`src/rtl/interrupt_controller.sv`:
```
// -----------------------------------------------------------------------------
// interrupt_controller
//
// Four-line interrupt controller with a single-level (non-nesting) service
// sequence and flag save/restore for the CPU.
//
// Rising edges on irq[3:0] set per-line pending bits. While the controller is
// idle, an instruction boundary (instr_done) with the global enable (gie) set
// and at least one unmasked pending line starts a sequence. The lowest-index
// unmasked pending line wins. Its vector is presented on int_vec, and the live
// carry/zero flags are captured. The sequence then runs through these states:
//   WAIT_ACK : int_req is high until the CPU acknowledges with int_ack. If no
//              ack arrives within ACK_TIMEOUT cycles, the sequence aborts:
//              ack_err sets (sticky), the pending bit is kept, and the
//              controller returns to IDLE.
//   SERVICE  : the handler is running (active=1). This state ends on reti.
//   RESTORE  : iwe pulses for one cycle while intc_o/intz_o carry the saved
//              flags. The controller then returns to IDLE.
//
// Handshake: int_req is a level that stays high while the controller is in
// WAIT_ACK, and int_vec is stable for the whole of that time. int_ack is
// sampled only in WAIT_ACK, and reti is sampled only in SERVICE; both are
// ignored in every other state.
//
// clock_en=0 freezes every register. Reset (rst, synchronous, active low)
// applies whatever the value of clock_en.
//
// Ports
//   clk, rst, clock_en       clock, synchronous active-low reset, clock enable
//   irq[3:0], irq_mask[3:0]  request lines (edge-detected), per-line enable
//   gie, instr_done          global enable, instruction-boundary pulse
//   int_ack, reti            CPU vector-load acknowledge, return-from-interrupt
//   c_i, z_i                 live carry / zero flags
//   int_req, int_vec[7:0]    request to CPU and vector address
//   active, active_id[1:0]   handler in progress and its id
//   iwe, intc_o, intz_o      flag-restore write enable and saved flags
//   ack_err                  sticky acknowledge-timeout error
// The FSM state can be observed hierarchically as state_q.
// -----------------------------------------------------------------------------
module interrupt_controller #(
  parameter logic [7:0]  VEC_BASE    = 8'hF0,
  parameter int unsigned VEC_STRIDE  = 4,
  parameter int unsigned ACK_TIMEOUT = 15
) (
  input  logic       clk,
  input  logic       rst,
  input  logic       clock_en,
  input  logic [3:0] irq,
  input  logic [3:0] irq_mask,
  input  logic       gie,
  input  logic       instr_done,
  input  logic       int_ack,
  input  logic       reti,
  input  logic       c_i,
  input  logic       z_i,
  output logic       int_req,
  output logic [7:0] int_vec,
  output logic       active,
  output logic [1:0] active_id,
  output logic       iwe,
  output logic       intc_o,
  output logic       intz_o,
  output logic       ack_err
);

  typedef enum logic [1:0] {
    IDLE     = 2'd0,
    WAIT_ACK = 2'd1,
    SERVICE  = 2'd2,
    RESTORE  = 2'd3
  } state_e;

  localparam logic [3:0] TIMEOUT_LAST = 4'(ACK_TIMEOUT - 1);
  localparam logic [7:0] STRIDE8      = 8'(VEC_STRIDE);

  state_e     state_q, state_d;
  logic [3:0] irq_q;
  logic       armed_q;
  logic [3:0] pend_q, pend_d;
  logic [3:0] cnt_q, cnt_d;
  logic [1:0] id_q, id_d;
  logic [7:0] vec_q, vec_d;
  logic       c_q, c_d;
  logic       z_q, z_d;
  logic       err_q, err_d;

  logic [3:0] rise;
  logic [3:0] cand;
  logic [3:0] clr;
  logic [1:0] win_id;
  logic [7:0] win_vec;

  // armed_q is low for the first enabled cycle after reset. During that cycle
  // irq_q loads the current line levels. As a result, a line that is already
  // high when reset releases is not taken as a new edge.
  assign rise = irq & ~irq_q & {4{armed_q}};
  assign cand = pend_q & irq_mask;

  // Fixed priority: the lowest index wins. The loop runs downward so that the
  // last assignment made comes from the lowest set bit.
  always_comb begin
    win_id = 2'd0;
    for (int i = 3; i >= 0; i--) begin
      if (cand[i]) win_id = 2'(i);
    end
  end

  assign win_vec = VEC_BASE + (STRIDE8 * {6'd0, win_id});

  always_comb begin
    state_d = state_q;
    cnt_d   = cnt_q;
    id_d    = id_q;
    vec_d   = vec_q;
    c_d     = c_q;
    z_d     = z_q;
    err_d   = err_q;
    clr     = 4'd0;
    unique case (state_q)
      IDLE: begin
        if (gie && instr_done && (|cand)) begin
          id_d    = win_id;
          vec_d   = win_vec;
          c_d     = c_i;
          z_d     = z_i;
          cnt_d   = 4'd0;
          state_d = WAIT_ACK;
        end
      end
      WAIT_ACK: begin
        // If the ack arrives on the same cycle as the timeout, the ack wins.
        if (int_ack) begin
          clr     = 4'd1 << id_q;
          state_d = SERVICE;
        end else if (cnt_q == TIMEOUT_LAST) begin
          err_d   = 1'b1;
          state_d = IDLE;
        end else begin
          cnt_d = cnt_q + 4'd1;
        end
      end
      SERVICE: begin
        if (reti) state_d = RESTORE;
      end
      RESTORE: begin
        state_d = IDLE;
      end
      default: state_d = IDLE;
    endcase
    // When a new edge coincides with the acknowledge clear, the set wins.
    pend_d = (pend_q & ~clr) | rise;
  end

  always_ff @(posedge clk) begin
    if (!rst) begin
      state_q <= IDLE;
      irq_q   <= 4'd0;
      armed_q <= 1'b0;
      pend_q  <= 4'd0;
      cnt_q   <= 4'd0;
      id_q    <= 2'd0;
      vec_q   <= 8'h00;
      c_q     <= 1'b0;
      z_q     <= 1'b0;
      err_q   <= 1'b0;
    end else if (clock_en) begin
      state_q <= state_d;
      irq_q   <= irq;
      armed_q <= 1'b1;
      pend_q  <= pend_d;
      cnt_q   <= cnt_d;
      id_q    <= id_d;
      vec_q   <= vec_d;
      c_q     <= c_d;
      z_q     <= z_d;
      err_q   <= err_d;
    end
  end

  assign int_req   = (state_q == WAIT_ACK);
  assign active    = (state_q == SERVICE) || (state_q == RESTORE);
  assign iwe       = (state_q == RESTORE);
  assign int_vec   = vec_q;
  assign active_id = id_q;
  assign intc_o    = c_q;
  assign intz_o    = z_q;
  assign ack_err   = err_q;

endmodule

```
`config.mk`:
```
export PLATFORM = sky130hd
export DESIGN_NAME = interrupt_controller
export DESIGN_NICKNAME = d
export VERILOG_FILES = /design/src/rtl/interrupt_controller.sv
export SDC_FILE = /design/constraint.sdc
export NUM_CORES = 1
export LEC_CHECK = 0
export ABC_AREA = 1
export CAP_MARGIN = 25
export CORE_MARGIN = 1.5
export CORE_UTILIZATION = 30
export CTS_CLUSTER_SIZE = 40
export DETAILED_ROUTE_END_ITERATION = 10
export PLACE_DENSITY = 0.52
export SYNTH_ARGS = -nofsm -noshare
export SYNTH_HDL_FRONTEND = slang
export SYNTH_SLANG_ARGS = --single-unit
```
`constraint.sdc`:
```
create_clock -name clk -period 3.35 [get_ports clk]
set_input_delay 0.67 -clock clk [delete_from_list [all_inputs] [get_ports clk]]
set_output_delay 0.67 -clock clk [all_outputs]
set_load 0.01 [all_outputs]
```
==> summary.log, run 1 <==
[outcome] result of the run finished clean
[logic_synthesis] cell accounting for the most synthesized area dfxtp_1
[power_and_ir_drop] Net Switching 140.2 uW
[clock_network] clock-pin slew of the registers on the worst-case setup and hold paths 80 ps
[floorplan] die boundary height 64.06 um
[placement] RePlAce Congestion 0.7990
[clock_network] Sinks on Clock Net 21
[power_and_ir_drop] internal portion of total power 380.1 uW
[critical_path] timing endpoint of the critical path iwe
[power_and_ir_drop] areal power density over the cells 358.5 nW/um^2
[clock_network] CTS tree done
[route] DRT Pass-1 Iters 4
[sta] max-slew violation count 0
[clock_network] maximum level of the CTS H-tree 1
[power_and_ir_drop] clock share of power 34.0%
[logic_synthesis] EDFF count, synth 0
[sta] final period demand of the worst path 2223 ps
[critical_path] cell with the largest stage delay on the worst path dfxtp_1
[cells_and_area] proportion of layout cells with a drive suffix above 1 7.650%
[logic_synthesis] proportion of synthesized flip-flops having asynchronous set or reset 0%
[sta] Worst Slack Setup Final 1127 ps
[cells_and_area] number of nets in the layout 203
[clock_network] clock root buffer clkbuf_8
[critical_path] launching element type of the critical path flop
[placement] post-detail-place hpwl 1872 um
[floorplan] number of core rows 22
[placement] buffers added on ports 30
[global_route] remaining global-route overflow 0
[sta] Max Clk Rate 0.4499 GHz
[critical_path] highest fanout seen on the critical path 9
[global_route] vias in the first global route 1001
[placement] Placed Area 1403 um^2
[route] antenna viol nets, final 0
[route] Post-Route WL 2466 um
[clock_network] number of buffers inserted by post-CTS setup repair 0
[global_route] all-layer global routing usage 13.04%
[critical_path] type of the setup path with the least slack flop to output pin
[logic_synthesis] Simple-Gate Fraction of Synth Area 31.54%
[clock_network] TritonCTS buffer count 3
[floorplan] I/O pin count 33
[logic_synthesis] post-synthesis adder-cell area fraction 2.237%
[clock_network] Post-CTS Resized 0
[logic_synthesis] number of synthesis warnings 0
[sta] setup repair after global routing missed its margin false
[power_and_ir_drop] peak supply drop 0.0001495 V
[sta] total negative slack 0 ps
[global_route] first-pass GRT wire length 4236 um
[critical_path] cell type group with the largest total delay on the critical path flip-flops
[clock_network] Max Buffers Root-to-Sink 2
[route] via density per instance 4.537
[floorplan] initial core utilization 30.79%
[sta] setup violation total in the final timing report 0
[global_route] largest net degree at the start of global routing 14
[power_and_ir_drop] Sequential Power Share 51.4%
[logic_synthesis] number of distinct standard cells referenced by the synthesized netlist 27
[logic_synthesis] Commonest cells post-synth 33 x nand2_1, 21 x dfxtp_1, 21 x nor2_1
[floorplan] width of the die 64.06 um
[power_and_ir_drop] leak pwr 0.0006021 uW
[cells_and_area] Area Growth Syn to Fin 29.75%
[min_path] path type of the worst min-delay path flop to flop
[logic_synthesis] biggest area contributors in the synthesized netlist dfxtp_1 38%, nand2_1 11%, nor2_1 7.0%, inv_1 6.4%, a21oi_1 5.4%
[critical_path] Reg2Reg Depth 6
[logic_synthesis] sequential element share of the synthesized area 37.58%
[sta] worst-case clock skew 6.234 ps
[logic_synthesis] mean cell area of the mapped netlist 6.991 um^2
[logic_synthesis] complex-gate fraction of the synthesized area 13.31%
[logic_synthesis] cells after synthesis 160
[clock_network] worst skew pair latency 270 ps
[critical_path] logic depth of the worst path, buffers included 3
[critical_path] slowest stage delay, CP 610 ps
[sta] portion of the clock cycle consumed by the worst path in the final layout 66.34%
[placement] worst slack after detailed placement 1044 ps
[logic_synthesis] Synth top area share 37.58%
[logic_synthesis] top_reg_cell synth dfxtp_1
[logic_synthesis] most repeated cell in the gate-level netlist after synthesis nand2_1
[logic_synthesis] post-synthesis cell area 1119 um^2
[global_route] initial antenna violation count 0
[logic_synthesis] post-synthesis share of cell area spent on xor and xnor gates 0.7830%
[route] 1st-iter DRT viols 23
[floorplan] Die ar. 4104 um^2
[critical_path] setup slack of the most critical reg-to-reg path 1930 ps
[route] final routed DRC violation total 0
[cells_and_area] Design Area, Final 1451 um^2
[critical_path] worst path bufs/invs 2
[floorplan] placeable core area 3633 um^2
[job] number of max-capacitance violations reported 0
[critical_path] critical register-to-register path endpoint cnt_q[3]
[critical_path] ordered list of cells on the worst path nand2_1 -> inv_1 -> clkdlybuf4s50_1
[power_and_ir_drop] switching part of the total power 26.95%
[logic_synthesis] number of synthesized register bits 21
[sta] hold violation count in the final report 0
[route] via count of the routed design 1048
[critical_path] arrival time of data at the critical path endpoint 1550 ps
[logic_synthesis] mux contribution to synthesized area 0%
[critical_path] Critical Path RT 2680 ps
[logic_synthesis] combinational family with the most area after synthesis simple AND/OR/NAND/NOR gates
[critical_path] Critical Path End Type output pin
[min_path] hold-critical path depth 2
[power_and_ir_drop] part of the total power dissipated in combinational logic 14.6%
[route] Routed wire per std cell 10.68 um
[clock_network] number of buffers inserted by hold repair at cts 0
[cells_and_area] diode insertion count for antenna repair 0
-- power groups by stage --
| stage | registers (uW) | clock network [uW] | logic [uW] |
|---|---|---|---|
| 2_1_floorplan | 271 | 0 | 46.7 |
| 3_3_place_gp | 273 | 0 | 75.9 |
| 3_5_place_dp | 273 | 0 | 76.2 |
| 4_1_cts | 267 | 182 | 76.9 |
| 5_1_grt | 269 | 195 | 85.5 |
| 6_report | 267 | 177 | 75.9 |
-- state kept, by name (all words and copies together) (netlist names), named ones only --
name / count
state_q: 1
intc_o: 1
cnt_q: 4
active_id: 1
intz_o: 1
irq_q: 4
ack_err: 1
int_vec: 2
armed_q: 1
pend_q: 4
-- worst min-delay path by stage --
stage / startpoint / endpoint / slack [ps]
2_1_floorplan: irq_q[0] / irq_q[0] / 430
3_3_place_gp: armed_q / armed_q / 450
3_5_place_dp: intz_o / intz_o / 450
4_1_cts: intz_o / intz_o / 470
5_1_grt: intz_o / intz_o / 480
6_report: intz_o / intz_o / 460
-- layer usage --
layer	routed length [um]	vias up	GRT usage (%)
met5	0	-	0
met4	41	0	4.891
met3	144	5	3.521
met2	1136	27	22.40
met1	1144	467	15.38
li1	-	549	-
-- cells in the final DEF (no fill, tap or decap) --
| cell type | netlist | routed |
|---|---|---|
| a21boi_0 | 1 | 1 |
| nand2_1 | 33 | 33 |
| clkinvlp_4 | 0 | 1 |
| a21oi_1 | 12 | 12 |
| inv_2 | 2 | 2 |
| conb_1 | 1 | 2 |
| or2_2 | 1 | 1 |
| nor2_8 | 1 | 1 |
| nand3_2 | 2 | 2 |
| clkbuf_8 | 0 | 3 |
| o21ai_0 | 7 | 7 |
| nor3_1 | 3 | 3 |
| nor2_1 | 21 | 21 |
| nor2_2 | 1 | 1 |
| o31ai_1 | 4 | 4 |
| nand3_1 | 8 | 8 |
| clkdlybuf4s50_1 | 0 | 30 |
| xor2_1 | 1 | 1 |
| a211oi_1 | 1 | 1 |
| inv_1 | 19 | 19 |
| nand4_1 | 4 | 4 |
| nand2_2 | 1 | 1 |
| dfxtp_1 | 21 | 21 |
| nand2_4 | 1 | 1 |
| ha_1 | 2 | 2 |
| a21oi_2 | 1 | 1 |
-- area by class of cell --
type | instances | area (um^2)
clock inverters | 1 | 7.507
clock buffers | 3 | 41.29
inverters | 21 | 78.83
repair buffers | 30 | 300.3
fillers | 393 | 2182
well taps | 48 | 60.06
flip-flops and latches | 21 | 420.4
multi-input cells | 107 | 543.0
-- cell families (layout without fill, tap and decap cells) --
| kind of cell | count (synthesis) | count (layout) |
|---|---|---|
| buffers and inverters | 33 | 55 |
| xor gates and xnor gates | 1 | 1 |
| and+or+nand+nor | 76 | 76 |
| AOI/OAI and AO/OA | 26 | 26 |
| other | 1 | 2 |
| DFF | 21 | 21 |
| adders and majority gates | 2 | 2 |
-- tightest hold or removal path, cell delays in order, from the launching register on --
cell	delay (ps)
dfxtp_1	320
nand2_1	60
a21oi_1	50
-- through the flow --
| step | power (uW) | std cells | util [%] | hold slack, ps |
|---|---|---|---|---|
| floorplan | 318.0 | 161 | - | 434.5 |
| global placement | 348.9 | 227 | 38.60 | 448.8 |
| detailed placement | 349.6 | 227 | 38.60 | 454.2 |
| CTS | 526.4 | 231 | 39.94 | 467.5 |
| global route | 550.0 | 231 | 39.94 | 480.3 |
| finish | 520.3 | 231 | 39.94 | 463.4 |
Note: power is estimated with default switching activity, not from simulation.
==> run 2, diff against run 1 <==
==> constraint.sdc (replaced) <==
create_clock -name clk -period 2.13 [get_ports clk]
set_input_delay 0.426 -clock clk [delete_from_list [all_inputs] [get_ports clk]]
set_output_delay 0.426 -clock clk [all_outputs]
set_load 0.01 [all_outputs]
==> run 2 against run 1 <==
Against the previous run:
- clock power increased by 52%
- critical path depth unchanged
- die area unchanged
- clock skew increased by 2.0 ps
- sequential power increased by 57%
- wire length decreased by 3.0%
- via count decreased by 1.0%
- final cell count increased by 0.87%
- design area increased by 1.0%
- combinational power increased by 61%
- sequential share of layout area decreased by 0.30 points
==> summary.log, run 2 (synthesized netlist as in run 1, its figures left out) <==
[global_route] remaining global-route overflow 0 [unchanged]
[route] final routed DRC violation total 0 [unchanged]
[global_route] first-pass GRT wire length 4195 um [was 4236 um]
[cells_and_area] number of filler instances in the final layout 399 [was 393]
[cells_and_area] number of nets in the layout 205 [was 203]
[cells_and_area] registers with the most flip-flops cnt_q: 4 flops, irq_q: 4 flops, pend_q: 4 flops [unchanged]
[clock_network] number of buffers inserted by hold repair at cts 0 [unchanged]
[floorplan] Die ar. 4104 um^2 [unchanged]
[sta] Max Clk Rate 0.5109 GHz
[clock_network] Post-CTS Resized 0 [unchanged]
[clock_network] Sinks on Clock Net 21 [unchanged]
[power_and_ir_drop] leak pwr 0.0006117 uW [was 0.0006021 uW]
[cells_and_area] Finished Layout Cells 233 [was 231]
[outcome] result of the run finished clean [unchanged]
[clock_network] TritonCTS buffer count 3 [unchanged]
[global_route] initial antenna violation count 0 [unchanged]
[global_route] all-layer global routing usage 12.69% [was 13.04%]
[critical_path] cell with the largest stage delay on the worst path dfxtp_1 [unchanged]
[clock_network] Max Buffers Root-to-Sink 2 [unchanged]
[floorplan] initial core utilization 30.79% [unchanged]
[route] antenna viol nets, final 0 [unchanged]
[placement] buffers added on ports 30 [unchanged]
[floorplan] die boundary height 64.06 um [unchanged]
[placement] RePlAce Congestion 0.8839 [was 0.7990]
[sta] portion of the clock cycle consumed by the worst path in the final layout 91.90%
[clock_network] clock-pin slew of the registers on the worst-case setup and hold paths 80 ps [about the same]
[sta] total negative slack 0 ps [unchanged]
[route] DRT Pass-1 Iters 6 [was 4]
[placement] cell count after placement 229 [was 227]
[route] Routed wire per std cell 10.27 um [was 10.68 um]
[critical_path] arrival time of data at the critical path endpoint 1530 ps [was 1550 ps]
[critical_path] slowest stage delay, CP 600 ps [was 610 ps]
[cells_and_area] diode insertion count for antenna repair 0 [unchanged]
[power_and_ir_drop] peak supply drop 0.0002773 V [was 0.0001495 V]
[route] Post-Route WL 2392 um [was 2466 um]
[cells_and_area] proportion of layout cells with a drive suffix above 1 8.649% [was 7.650%]
[cells_and_area] most common library cell in the layout ignoring fill and taps nand2_1 [unchanged]
[critical_path] highest fanout seen on the critical path 9 [unchanged]
[critical_path] Critical Path End Type output pin [unchanged]
[critical_path] cell type group with the largest total delay on the critical path flip-flops [unchanged]
[sta] worst-case clock skew 8.257 ps [was 6.234 ps]
[critical_path] Critical Path RT 1700 ps [was 2680 ps]
[clock_network] clock root buffer clkbuf_8 [unchanged]
[job] number of max-capacitance violations reported 0 [unchanged]
[global_route] GR Layer Usage met1 17.32% [was 15.38%]
[global_route] routing usage on met3 2.641% [was 3.521%]
[floorplan] placeable core area 3633 um^2 [unchanged]
[route] 1st-iter DRT viols 24 [was 23]
[floorplan] number of core rows 22 [unchanged]
[sta] setup violation total in the final timing report 0 [unchanged]
[sta] final period demand of the worst path 1957 ps
[route] via count of the routed design 1037 [was 1048]
[global_route] largest net degree at the start of global routing 14 [unchanged]
[global_route] most heavily used metal layer in global routing met2 [unchanged]
[floorplan] I/O pin count 33 [unchanged]
[power_and_ir_drop] areal power density over the cells 553.2 nW/um^2 [was 358.5 nW/um^2]
[clock_network] CTS tree done [unchanged]
[cells_and_area] most used cells in the layout excluding fill and tap cells 33 x nand2_1, 30 x clkdlybuf4s50_1, 21 x nor2_1, 21 x dfxtp_1, 19 x inv_1 [unchanged]
[clock_network] maximum level of the CTS H-tree 1 [unchanged]
[placement] post-detail-place hpwl 1851 um [was 1872 um]
[cells_and_area] Area Growth Syn to Fin 31.10% [was 29.75%]
[critical_path] type of the setup path with the least slack flop to output pin [unchanged]
[critical_path] ordered list of cells on the worst path nand2_1 -> inv_1 -> clkdlybuf4s50_1 [unchanged]
[sta] max-slew violation count 0 [unchanged]
[critical_path] worst path bufs/invs 2 [unchanged]
[min_path] path type of the worst min-delay path flop to flop [unchanged]
[global_route] vias in the first global route 986 [was 1001]
[sta] hold violation count in the final report 0 [unchanged]
[route] via density per instance 4.451 [was 4.537]
[sta] setup repair after global routing missed its margin false [unchanged]
[clock_network] worst skew pair latency 260 ps [was 270 ps]
[clock_network] number of buffers inserted by post-CTS setup repair 0 [unchanged]
[floorplan] width of the die 64.06 um [unchanged]
[critical_path] launching element type of the critical path flop [unchanged]
[sta] hold slack final 464.0 ps [was 463.4 ps]
[global_route] met2 usage in global routing 19.40% [was 22.40%]
[run 2: cell types whose count changed in the layout (fill, tap and decap cells not counted), sizes merged]
cell,previous run,this run
buf,0,2
[run 2: per-stage QoR]
step                      setup WS (ps)  util, %  total power (uW)  area [um^2]
after floorplan                   893.9        -             500.1         1122
after global placement            252.1    39.02             551.1         1418
after detailed placement          221.6    39.02             552.3         1418
after CTS                         143.6    40.36             821.6         1466
after global routing              72.29    40.36             858.8         1466
final                             172.5    40.36             811.2         1466
[run 2: tightest hold or removal path: cells and delay by family, from the launching register on]
family | cells | cell delay (ps)
AO/OA/AOI/OAI | 1 | 60
buffers and inverters | 1 | 60
flip-flops | 1 | 300
[run 2: path summary, 6_finish.rpt]
path                    to  slack (ps)  depth (start not counted)     start
setup / recovery       iwe         170                          3      flop
hold / removal    irq_q[0]         460                          2  irq_q[0]
setup reg to reg  cnt_q[3]         750                          5      flop
hold reg to reg   irq_q[0]         460                          2  irq_q[0]
[run 2: cell type report]
class	instances	area (um^2)	share of cell area, %
inverters	21	78.83	5.375
clock buffers	3	41.29	2.816
clock inverters	1	7.507	0.5119
well taps	48	60.06	4.096
repair buffers	32	315.3	21.50
multi-input cells	107	543.0	37.03
flip-flops and latches	21	420.4	28.67
[run 2: metal layers]
layer	up-vias	share of wire, %
li1	552	-
met1	451	52
met2	30	42
met3	4	5.1
met4	0	1.2
met5	-	0
[run 2: power by group]
| group | leakage [uW] | total [uW] | internal (uW) | switching (uW) |
|---|---|---|---|---|
| registers | 0.000171 | 420 | 409 | 11.5 |
| logic | 0.000419 | 122 | 59.0 | 63.1 |
| clock network | 0.0000217 | 269 | 132 | 137 |
==> run 3, diff against run 2 <==
--- a/config.mk
+++ b/config.mk
@@ -11,7 +11,8 @@
 export CORE_UTILIZATION = 30
 export CTS_CLUSTER_SIZE = 40
 export DETAILED_ROUTE_END_ITERATION = 10
-export PLACE_DENSITY = 0.52
+export DONT_BUFFER_PORTS = 1
+export PLACE_DENSITY = 0.41
 export SYNTH_ARGS = -nofsm -noshare
 export SYNTH_HDL_FRONTEND = slang
 export SYNTH_SLANG_ARGS = --single-unit
==> run 3 against run 2 <==
Against the previous run:
- total power fell by 6.2%
- wire length increased by 0.63%
- register-to-register slack worse by 100 ps
- clock power down 1%
- setup slack better by 410 ps
- largest cell class unchanged
- largest power group unchanged
==> summary.log, run 3 (synthesized netlist as in run 1, its figures left out) <==
[sta] hold violation count in the final report 0 [unchanged]
[sta] max-slew violation count 0 [unchanged]
[power_and_ir_drop] areal power density over the cells 662.2 nW/um^2 [was 553.2 nW/um^2]
[power_and_ir_drop] switching part of the total power 25.91% [was 26.06%]
[cells_and_area] number of nets in the layout 173 [was 205]
[critical_path] arrival time of data at the critical path endpoint 1120 ps [was 1530 ps]
[cells_and_area] proportion of layout cells with a drive suffix above 1 9.150% [was 8.649%]
[placement] post-detail-place hpwl 1916 um [was 1851 um]
[outcome] result of the run finished clean [unchanged]
[cells_and_area] registers with the most flip-flops cnt_q: 4 flops, irq_q: 4 flops, pend_q: 4 flops [unchanged]
[critical_path] slowest stage delay, CP 640 ps [was 600 ps]
[sta] final period demand of the worst path 1543 ps [was 1957 ps]
[power_and_ir_drop] leak pwr 0.0004957 uW [was 0.0006117 uW]
[sta] total negative slack 0 ps [unchanged]
[cells_and_area] Area Growth Syn to Fin 2.684% [was 31.10%]
[route] Routed wire per std cell 11.98 um [was 10.27 um]
[cells_and_area] most used cells in the layout excluding fill and tap cells 33 x nand2_1, 21 x nor2_1, 21 x dfxtp_1, 19 x inv_1, 12 x a21oi_1 [was 33 x nand2_1, 30 x clkdlybuf4s50_1, 21 x nor2_1, 21 x dfxtp_1, 19 x inv_1]
[clock_network] clock root buffer clkbuf_8 [unchanged]
[critical_path] cell with the largest stage delay on the worst path dfxtp_1 [unchanged]
[floorplan] Die ar. 4104 um^2 [unchanged]
[sta] setup repair after global routing missed its margin false [unchanged]
[power_and_ir_drop] clock share of power 34.8% [was 33.1%]
[floorplan] I/O pin count 33 [unchanged]
[critical_path] launching element type of the critical path flop [unchanged]
[critical_path] highest fanout seen on the critical path 9 [unchanged]
[route] final routed DRC violation total 0 [unchanged]
[power_and_ir_drop] peak supply drop 0.0001908 V [was 0.0002773 V]
[floorplan] die boundary height 64.06 um [unchanged]
[global_route] all-layer global routing usage 13.02% [was 12.69%]
[cells_and_area] diode insertion count for antenna repair 0 [unchanged]
[clock_network] Post-CTS Resized 0 [unchanged]
[global_route] initial antenna violation count 0 [unchanged]
[global_route] largest net degree at the start of global routing 14 [unchanged]
[placement] buffers added on ports 0 [was 30]
[critical_path] ordered list of cells on the worst path nand2_1 -> inv_1 [was nand2_1 -> inv_1 -> clkdlybuf4s50_1]
[route] via density per instance 4.657 [was 4.451]
[cells_and_area] multi-input combinational cell area 543.0 um^2 [unchanged]
[cells_and_area] sequential cell area 420.4 um^2 [unchanged]
[clock_network] TritonCTS buffer count 3 [unchanged]
[sta] setup violation total in the final timing report 0 [unchanged]
[sta] Max Clk Rate 0.6481 GHz [was 0.5109 GHz]
[global_route] vias in the first global route 918 [was 986]
[route] via count of the routed design 936 [was 1037]
[sta] portion of the clock cycle consumed by the worst path in the final layout 72.44% [was 91.90%]
[clock_network] worst skew pair latency 260 ps [about the same]
[critical_path] type of the setup path with the least slack flop to output pin [unchanged]
[clock_network] CTS tree done [unchanged]
[floorplan] number of core rows 22 [unchanged]
[power_and_ir_drop] internal portion of total power 563.5 uW [was 599.8 uW]
[critical_path] worst path bufs/invs 1 [was 2]
[cells_and_area] final cell utilization of the core 31.61% [was 40.36%]
[power_and_ir_drop] part of the total power dissipated in combinational logic 9.6% [was 15.0%]
[clock_network] Max Buffers Root-to-Sink 2 [unchanged]
[route] Post-Route WL 2407 um [was 2392 um]
[clock_network] number of buffers inserted by post-CTS setup repair 0 [unchanged]
[route] DRT Pass-1 Iters 4 [was 6]
[floorplan] initial core utilization 30.79% [unchanged]
[sta] hold slack final 249.2 ps [was 464.0 ps]
[min_path] Hold Startpoint clock_en [was irq_q[0]]
[cells_and_area] number of filler instances in the final layout 423 [was 399]
[clock_network] number of buffers inserted by hold repair at cts 0 [unchanged]
[power_and_ir_drop] Net Switching 197.1 uW [was 211.4 uW]
[placement] RePlAce Congestion 0.8492 [was 0.8839]
[clock_network] clock-pin slew of the registers on the worst-case setup and hold paths 80 ps [about the same]
[job] number of max-capacitance violations reported 0 [unchanged]
[global_route] first-pass GRT wire length 4167 um [was 4195 um]
[critical_path] cell type group with the largest total delay on the critical path flip-flops [unchanged]
[route] 1st-iter DRT viols 43 [was 24]
[floorplan] width of the die 64.06 um [unchanged]
[critical_path] Critical Path RT 1700 ps [about the same]
[sta] worst-case clock skew 2.057 ps [was 8.257 ps]
[clock_network] maximum level of the CTS H-tree 1 [unchanged]
[clock_network] Sinks on Clock Net 21 [unchanged]
[cells_and_area] most common library cell in the layout ignoring fill and taps nand2_1 [unchanged]
[floorplan] placeable core area 3633 um^2 [unchanged]
[route] antenna viol nets, final 0 [unchanged]
[power_and_ir_drop] Sequential Power Share 55.5% [was 51.8%]
[global_route] remaining global-route overflow 0 [unchanged]
[critical_path] Critical Path End Type output pin [unchanged]
[min_path] path type of the worst min-delay path input port to flop [was flop to flop]
[run 3: worst register-to-register path, cell delays in order, from the launching register on]
cell and delay (ps):
dfxtp_1 640, nor2_8 120, nand2_2 80, nor2_2 30
nor2_1 190, nand3_1 140, nand2_1 100, a21oi_2 60
[run 3: area by class of cell]
type,instances,share of cell area [%]
sequential,21,36.60
clock buffer,3,3.595
multi-input combinational,107,47.28
clock inverter,1,0.4357
tap,48,5.229
inverter,21,6.863
[run 3: layer usage]
metal | track usage, % | part of all wire [%] | vias to the layer above
met5 | 0 | 0 | -
li1 | - | - | 484
met3 | 3.345 | 5.4 | 4
met4 | 5.707 | 1.5 | 0
met1 | 15.33 | 46 | 429
met2 | 22.14 | 47 | 19
[run 3: power by group through the flow]
stage	Clock (uW)	Sequential (uW)	Combinational, uW
after detailed placement	0	432	73.7
final	265	422	73.3
after global routing	302	425	86.1
after CTS	276	423	73.9
after global placement	0	432	73.6
after floorplan	0	427	73.4
[run 3: final timing paths]
check / endpoint / slack [ps] / cells past startpoint
hold reg to reg: irq_q[0] / 460 / 2
setup / recovery: iwe / 590 / 2
hold / removal: irq_q[2] / 250 / 1
setup reg to reg: flop / 650 / 7
[run 3: stage by stage]
step	area, um^2	setup slack, ps	power (uW)	std cells
global route	1149	517.7	812.8	201
detailed placement	1102	661.8	505.5	197
global placement	1102	655.8	505.4	197
finish	1149	586.9	760.6	201
CTS	1149	568.3	772.2	201
floorplan	1122	893.9	500.1	161
